[config.mk]
export PLATFORM = sky130hd
export DESIGN_NAME = sc_gamestate_controller
export DESIGN_NICKNAME = d
export VERILOG_FILES = /design/src/rtl/sc_game_defs_pkg.sv /design/src/rtl/sc_button_sync.sv /design/src/rtl/sc_gamestate_controller.sv
export SDC_FILE = /design/constraint.sdc
export NUM_CORES = 1
export LEC_CHECK = 0
export BUFFER_PORTS_ARGS = -buffer_cell sky130_fd_sc_hd__buf_2
export CELL_PAD_IN_SITES_DETAIL_PLACEMENT = 0
export CELL_PAD_IN_SITES_GLOBAL_PLACEMENT = 1
export CORE_MARGIN = 4
export CORE_UTILIZATION = 46
export CTS_CLUSTER_SIZE = 25
export DETAILED_ROUTE_END_ITERATION = 7
export PLACE_DENSITY = 0.85
export SYNTH_ARGS = -nofsm -noshare
export SYNTH_HDL_FRONTEND = slang
export SYNTH_SLANG_ARGS = --single-unit
[constraint.sdc]
create_clock -name SC_LEVELCOUNTER_CLOCK_50 -period 2.9 [get_ports SC_LEVELCOUNTER_CLOCK_50]
set_input_delay 0 -clock SC_LEVELCOUNTER_CLOCK_50 [delete_from_list [all_inputs] [get_ports SC_LEVELCOUNTER_CLOCK_50]]
set_output_delay 0 -clock SC_LEVELCOUNTER_CLOCK_50 [all_outputs]
set_load 0.05 [all_outputs]
[src/rtl/sc_game_defs_pkg.sv]
// Shared game-flow definitions: state codes on the level-counter bus and
// bus widths. The state codes must match the level counter's decoder.
package sc_game_defs;

  localparam int STATE_W = 2;
  localparam int LEVEL_W = 3;

  localparam logic [STATE_W-1:0] AWAITSTART_0 = 2'd0;
  localparam logic [STATE_W-1:0] STARTGAME_0  = 2'd1;
  localparam logic [STATE_W-1:0] ENDGAME_0    = 2'd2;
  localparam logic [STATE_W-1:0] AWAITSTART_1 = 2'd3;

  // Counter value shown while the end-game screen is up.
  localparam logic [LEVEL_W-1:0] LEVEL_ENDGAME = 3'd7;

  // Level the counter will hold once any strobe already on the wire is
  // absorbed; one bit wider so level 7 plus a pending strobe cannot wrap.
  function automatic logic [LEVEL_W:0] eff_level(input logic [LEVEL_W-1:0] level,
                                                 input logic count_n);
    eff_level = {1'b0, level} + {{LEVEL_W{1'b0}}, ~count_n};
  endfunction

endpackage

[src/rtl/sc_button_sync.sv]
// Start-button conditioning: two-flop synchronizer followed by a
// falling-edge detector that emits a single-cycle pulse per press.
module sc_button_sync (
  input  logic SC_LEVELCOUNTER_CLOCK_50,
  input  logic SC_LEVELCOUNTER_RESET_InHigh,
  input  logic i_button_n,
  output logic o_fall_pulse
);

  logic [1:0] r_sync;
  logic       r_prev;

  // Everything resets high so a released button never looks like a press.
  always_ff @(posedge SC_LEVELCOUNTER_CLOCK_50 or posedge SC_LEVELCOUNTER_RESET_InHigh) begin
    if (SC_LEVELCOUNTER_RESET_InHigh) begin
      r_sync <= 2'b11;
      r_prev <= 1'b1;
    end else begin
      r_sync <= {r_sync[0], i_button_n};
      r_prev <= r_sync[1];
    end
  end

  assign o_fall_pulse = r_prev & ~r_sync[1];

endmodule

[src/rtl/sc_gamestate_controller.sv]
// Game-flow FSM: drives the level counter's state bus and level-up strobe,
// tracks lives, and decides win/loss from the counter's level feedback.
module sc_gamestate_controller
  import sc_game_defs::*;
#(
  parameter int LIVES_INIT   = 3,
  parameter int MAX_LEVEL    = 6,
  parameter int ENDGAME_HOLD = 100_000_000,
  parameter int HOLD_WIDTH   = 27
) (
  input  logic               SC_LEVELCOUNTER_CLOCK_50,
  input  logic               SC_LEVELCOUNTER_RESET_InHigh,
  input  logic               SC_GAMESTATE_Start_InLow,
  input  logic               SC_GAMESTATE_Goal_InHigh,
  input  logic               SC_GAMESTATE_Collision_InHigh,
  input  logic [LEVEL_W-1:0] SC_GAMESTATE_Level_InBus,
  output logic [STATE_W-1:0] SC_GAMESTATE_CurrentState_OutBus,
  output logic               SC_GAMESTATE_CountSignal_OutLow,
  output logic [1:0]         SC_GAMESTATE_Lives_OutBus,
  output logic               SC_GAMESTATE_Win_OutHigh
);

  localparam logic [1:0]            LIVES_LOAD = 2'(LIVES_INIT);
  localparam logic [LEVEL_W:0]      WIN_LEVEL  = (LEVEL_W+1)'(MAX_LEVEL);
  localparam logic [HOLD_WIDTH-1:0] HOLD_LAST  = HOLD_WIDTH'(ENDGAME_HOLD - 1);

  logic                  w_start_evt;
  logic [STATE_W-1:0]    r_state;
  logic [STATE_W-1:0]    w_state_next;
  logic [1:0]            r_lives;
  logic [1:0]            w_lives_next;
  logic                  r_win;
  logic                  w_win_next;
  logic                  r_count_n;
  logic                  w_count_n_next;
  logic [HOLD_WIDTH-1:0] r_hold;
  logic [HOLD_WIDTH-1:0] w_hold_next;
  logic [LEVEL_W:0]      w_eff_level;
  logic                  w_hold_done;

  sc_button_sync u_start_sync (
    .SC_LEVELCOUNTER_CLOCK_50     (SC_LEVELCOUNTER_CLOCK_50),
    .SC_LEVELCOUNTER_RESET_InHigh (SC_LEVELCOUNTER_RESET_InHigh),
    .i_button_n                   (SC_GAMESTATE_Start_InLow),
    .o_fall_pulse                 (w_start_evt)
  );

  assign w_eff_level = eff_level(SC_GAMESTATE_Level_InBus, r_count_n);
  assign w_hold_done = (r_hold == HOLD_LAST);

  always_comb begin
    w_state_next   = r_state;
    w_lives_next   = r_lives;
    w_win_next     = r_win;
    w_count_n_next = 1'b1;
    w_hold_next    = r_hold;

    case (r_state)
      AWAITSTART_0: begin
        if (w_start_evt) begin
          w_state_next = AWAITSTART_1;
        end
      end

      AWAITSTART_1: begin
        w_lives_next = LIVES_LOAD;
        w_win_next   = 1'b0;
        w_state_next = STARTGAME_0;
      end

      STARTGAME_0: begin
        // Collision wins over a simultaneous goal; that goal is dropped.
        if (SC_GAMESTATE_Collision_InHigh) begin
          if (r_lives == 2'd1) begin
            w_lives_next = 2'd0;
            w_win_next   = 1'b0;
            w_hold_next  = '0;
            w_state_next = ENDGAME_0;
          end else begin
            w_lives_next = r_lives - 2'd1;
          end
        end else if (SC_GAMESTATE_Goal_InHigh) begin
          if (w_eff_level >= WIN_LEVEL) begin
            w_win_next   = 1'b1;
            w_hold_next  = '0;
            w_state_next = ENDGAME_0;
          end else begin
            w_count_n_next = 1'b0;
          end
        end
      end

      ENDGAME_0: begin
        if (w_hold_done) begin
          w_win_next   = 1'b0;
          w_hold_next  = '0;
          w_state_next = AWAITSTART_0;
        end else begin
          w_hold_next = r_hold + 1'b1;
        end
      end

      default: begin
        w_state_next = AWAITSTART_0;
      end
    endcase
  end

  always_ff @(posedge SC_LEVELCOUNTER_CLOCK_50 or posedge SC_LEVELCOUNTER_RESET_InHigh) begin
    if (SC_LEVELCOUNTER_RESET_InHigh) begin
      r_state   <= AWAITSTART_0;
      r_lives   <= 2'd0;
      r_win     <= 1'b0;
      r_count_n <= 1'b1;
      r_hold    <= '0;
    end else begin
      r_state   <= w_state_next;
      r_lives   <= w_lives_next;
      r_win     <= w_win_next;
      r_count_n <= w_count_n_next;
      r_hold    <= w_hold_next;
    end
  end

  assign SC_GAMESTATE_CurrentState_OutBus = r_state;
  assign SC_GAMESTATE_CountSignal_OutLow  = r_count_n;
  assign SC_GAMESTATE_Lives_OutBus        = r_lives;
  assign SC_GAMESTATE_Win_OutHigh         = r_win;

endmodule

## Word-level counts from Yosys, hierarchy flattened

Cells that the tools add are included.

| storage, ports and cells | value |
|---|---|
| memories | 0 |
| bits in latches | 0 |
| memory bits (read-only) | 0 |
| output and inout port bits | 6 |
| register bits | 36 |
| input bits | 8 |
| word-level logic and storage cells | 59 |
| bits in writable memories | 0 |

| cells by class | value |
|---|---|
| multiply operators | 0 |
| muxes and demuxes | 26 |
| order comparisons | 1 |
| $add $sub $neg | 3 |
| divide/modulo/power cells | 0 |
| reduce and logical (&&, ||, !) cells | 8 |
| shift-type cells | 0 |
| equality and inequality tests | 11 |
| bitwise logic cells | 3 |

Operator list:

| cell | number |
|---|---|
| $mux 27 | 5 |
| $pmux 27 s2 | 1 |
| $add 27x1->27 const B | 1 |
| $eq 27x27->1 const B | 1 |
| $mux 2 | 8 |
| $reduce_and 5->1 | 2 |
| $mux 1 | 9 |
| $ne 3x3->1 const B | 3 |
| $pmux 2 s4 | 1 |
| $add 3x1->4 | 1 |
| $eq 2x1->1 const B | 2 |
| $eq 2x2->1 const B | 2 |
| $ge 4x3->1 const B | 1 |
| $ne 2x2->1 const B | 2 |
| $pmux 2 s2 | 1 |
| $reduce_and 4->1 | 1 |
| $reduce_bool 2->1 | 2 |
| $pmux 1 s3 | 1 |
| $reduce_bool 3->1 | 1 |
| $logic_not 2->1 | 1 |
| $ne 2x1->1 const B | 1 |
| $not 1->1 | 2 |
| $reduce_and 2->1 | 1 |
| $sub 2x1->2 const B | 1 |
| $and 1x1->1 | 1 |

## Longest topological paths before layout

| depth | value |
|---|---|
| depth in word-level cells | 7 |
| mapped depth | 10 |
| gate-level depth less buffers | 8 |

## By module

Synthesis repeated with hierarchy kept, for this count alone.

| unflattened totals | value |
|---|---|
| cells, all modules | 217 |
| area, all modules | 2031.9 um^2 |

Modules (own cells, without submodules):

| module | area an instance (um^2) | seq. area each (um^2) | instances | cells each |
|---|---|---|---|---|
| sc_gamestate_controller | 1935.6 | 827.0 | 1 | 212 |
| sc_button_sync | 96.3 | 78.8 | 1 | 5 |

## Least setup slack after synthesis

OpenSTA, ideal clock, no wires.

| path | value |
|---|---|
| kind | register -> register |
| start | register r_count_n (netlist: SC_GAMESTATE_CountSignal_OutLow) |
| end | register r_hold[13] |
| required time | 2770 ps |
| library setup time | 130 ps |
| clock period less this slack | 2824 ps |
| path buffers | 2 |
| data arrival time | 2694 ps |
| path slack | 76 ps |
| cell stages (with the launch flop) | 11 |
| path through | dfstp_2 > inv_1 > ha_1 > ha_1 > nand2_1 > or4b_1 > a31o_2 > clkbuf_1 > clkbuf_1 > a22oi_1 > o41ai_1 |

| between the ends | value |
|---|---|
| longest elaborated chain between the ends | 5 |

Ends and longest elaborated chain:

| element | line | text |
|---|---|---|
| start, declared | sc_gamestate_controller.sv:34 | `logic r_count_n;` |
| start signal, assigned | sc_gamestate_controller.sv:120 | `r_count_n <= w_count_n_next;` |
| $not 1->1 | sc_game_defs_pkg.sv:20 | `eff_level = {1'b0, level} + {{LEVEL_W{1'b0}}, ~count_n};` |
| $add 3x1->4 | sc_game_defs_pkg.sv:20 |  |
| $ge 4x3->1 | sc_gamestate_controller.sv:83 | `if (w_eff_level >= WIN_LEVEL) begin` |
| $ne 3x3->1 (no line) | n/a |  |
| $reduce_and 4->1 (no line) | n/a |  |
| end signal, assigned | sc_gamestate_controller.sv:121 | `r_hold <= w_hold_next;` |
| end, declared | sc_gamestate_controller.sv:36 | `logic [HOLD_WIDTH-1:0] r_hold;` |

No other way between the ends.
A chain may end at the register's enable or synchronous reset.

## Worst setup path in the final report

| path | value |
|---|---|
| start | register r_count_n (netlist: SC_GAMESTATE_CountSignal_OutLow) |
| end | register r_hold[24] |

The elaborated chain is that of the path after synthesis.

==> run metrics <==
status finished, final reports clean; htree depth 2; vias after detailed routing 1945; worst reg2reg path startpoint SC_GAMESTATE_CountSignal_OutLow; Reg area 906 sq um; Fill cells 404; r2r setup slk 0.19 ns; CTS tree done; Crit path largest cell delay 0.54 ns; Mean Syn Cell Area 9.08 sq um; detailed-route wire length 4.96 mm; Synth Net Count 257; Core ar. 4470 sq um; pwr dens 763 nW/um^2; Worst path slowest cell or4b_1; setup violators final 0; gpl congestion 0.797; Die Ht 76.8 um; Multi-input gate area 1160 sq um; antenna cell count 0; crit-path max FO 18; Longest Clk Path Bufs 2; CP Cell Sequence inv_1, ha_1, ha_1, nand2_1, or4b_1, a31o_4, nand2b_1, buf_6, o41ai_2; Yosys reg bits 36; most used cell, CP ha_1; slew margin rel. 0.386; Worst EP required 3.08 ns; Critical Path AT 2.90 ns; Worst-Margin Slew 0.921 ns; r2r worst-path depth 9; Post-Layout Cell Count 312; leading area contributor after synthesis dfrtp_1; Layout area overhead 13.1%; fraction of registers with async set/reset 1.00; Die Wd 76.8 um; CTS Sinks 36; Initial DRC Count 108; Final ANT Viol Nets 0; Worst setup SP type flip-flop; Post-CTS Setup Inserts 0; sequential fraction of the synthesis area 0.416; drt via density 6.23; VDD IR-drop max 385 uV; largest net degree at the start of global routing 24; unrepaired setup endpoints after global routing false; initial antenna violation count 0; total power 1.88 mW; Fin Clk Skew 0.00975 ns; Routed wire per std cell 15.9 um; share of layout cells above drive strength 1 0.138; setup TNS 0 ns; total placed cells including tap cells 301; Worst R2R End r_hold[24]; fmax 0.369 GHz; Worst Hold Path EP SC_GAMESTATE_Win_OutHigh; hpwl dp 3.42 mm; Max Cap Violations 0; nets 276; # rows 24; mapped cell area 2180 sq um; first-pass GRT wire length 8.75 mm; endpoint type of the worst setup path flip-flop; commonest non-fill, non-tap cell in the layout dfrtp_1; CTS buffer count 5; drt drc 0; Synth top area share 0.367; Final min period 2.71 ns; most frequent cells in the layout dfrtp_1 (32), inv_1 (24), nand3_1 (16); largest cells by area after synthesis dfrtp_1 (37%), ha_1 (5.2%), dfstp_2 (4.8%); CTS clock-pin slew for the worst setup and hold paths 0.07 ns; Initial Util 0.487; Worst Hold Class input pin to flip-flop; DIE AREA 5900 sq um; grt total ovfl 0; Worst Path Class, Setup flip-flop to flip-flop; Leak 1.02 nW; fin crit share 0.936; Netlist cell types 46; worst hold start SC_GAMESTATE_Goal_InHigh; Hold Violations, Final 0; EDFF count, synth 0; PortBufs 13; worst-skew pair later-pin latency 0.29 ns; DRT Pass-1 Iters 4; vias in the first global route 1827; Root Buffer clkbuf_8; WHS 0.0443 ns; worst hold path depth 3; Max Slew Vio Count 0; dominant synthesized flop cell dfrtp_1; GRT Util Overall 0.180; Yosys Warn Count 0; I/O pin total 14; Gate Count Post-Synth 240
==> cell families (layout without fill, tap and decap cells) <==
family	count (synthesis)	in the layout	synth area share
adders and majority gates	9	9	0.0517
buffers and inverters	36	56	0.0649
AOI/OAI and AO/OA	76	76	0.258
muxes	2	2	0.00919
DFF	36	36	0.416
and+or+nand+nor	81	81	0.201
==> sequential cells by signal, indices dropped and copies added, names as in the netlist <==
register,cells
SC_GAMESTATE_CountSignal_OutLow,1
u_start_sync.r_prev,1
r_hold,27
u_start_sync.r_sync,2
SC_GAMESTATE_Win_OutHigh,1
SC_GAMESTATE_CurrentState_OutBus,2
SC_GAMESTATE_Lives_OutBus,2
==> metrics by stage <==
| step | utilization | worst slack, ns | area, sq um |
|---|---|---|---|
| after CTS | 0.545 | 0.0709 | 2440 |
| after detailed placement | 0.518 | 0.0927 | 2320 |
| after global routing | 0.551 | 0.0283 | 2470 |
| final | 0.551 | 0.187 | 2470 |
| after global placement | 0.518 | 0.179 | 2320 |
| after floorplan | - | 0.0762 | 2180 |
==> Yosys cell counts (all sizes together) (2+ instances only) <==
master / instances
nand2: 14
nor3: 5
and4: 2
nor4: 3
nor2: 11
a21o: 3
o41ai: 5
a21oi: 13
ha: 9
mux2i: 2
a22o: 5
or4: 4
and3: 4
a22oi: 8
nand3b: 3
o22ai: 6
nand2b: 2
dfstp: 4
inv: 24
dfrtp: 32
o31ai: 8
a41oi: 4
a21boi: 2
o21ai: 10
nand3: 16
clkbuf: 6
buf: 6
nand4: 13
a2bb2oi: 3
==> per-layer routing <==
layer	wire length, um	GRT usage
met5	0	0
met4	68	0.0562
met3	199	0.0351
met2	2330	0.279
met1	2370	0.253
==> critical path: cells and delay by family, from the launching register on <==
kind            cells  cell delay [ns]
compound gates      2             0.59
fa+ha+maj           2             0.47
buf+inv             2             0.25
flops               1             0.53
simple gates        3             0.76
==> cell type report <==
type                            instances  area share
Sequential cell                        36       0.367
Clock buffer                            8      0.0365
Timing Repair Buffer                   24      0.0644
Tap cell                               52      0.0264
Multi-Input combinational cell        168       0.469
Inverter                               24      0.0365
==> how the worst max path moves through the flow <==
stage	end	cells after the start	startpoint	slack (ns)
3_3_place_gp	r_hold[11]	9	SC_GAMESTATE_CountSignal_OutLow	0.18
5_1_grt	r_hold[24]	9	SC_GAMESTATE_CountSignal_OutLow	0.03
2_1_floorplan	r_hold[13]	10	SC_GAMESTATE_CountSignal_OutLow	0.08
3_5_place_dp	r_hold[24]	9	SC_GAMESTATE_CountSignal_OutLow	0.09
6_report	r_hold[24]	9	SC_GAMESTATE_CountSignal_OutLow	0.19
4_1_cts	r_hold[24]	9	SC_GAMESTATE_CountSignal_OutLow	0.07
==> where the power goes <==
group	internal [mW]	switching, mW	leakage (nW)
clock network	0.194	0.174	0.0455
registers	0.569	0.0712	0.476
logic	0.318	0.556	0.495
==> timing repair <==
| item | in CTS | in global routing |
|---|---|---|
| hold buffers | 3 | 0 |
| gates resized for setup | 0 | 4 |
| hold endpoints to repair | 21 | 0 |
| setup endpoints to repair | 0 | 4 |
Power figures use the tool's default switching activity.
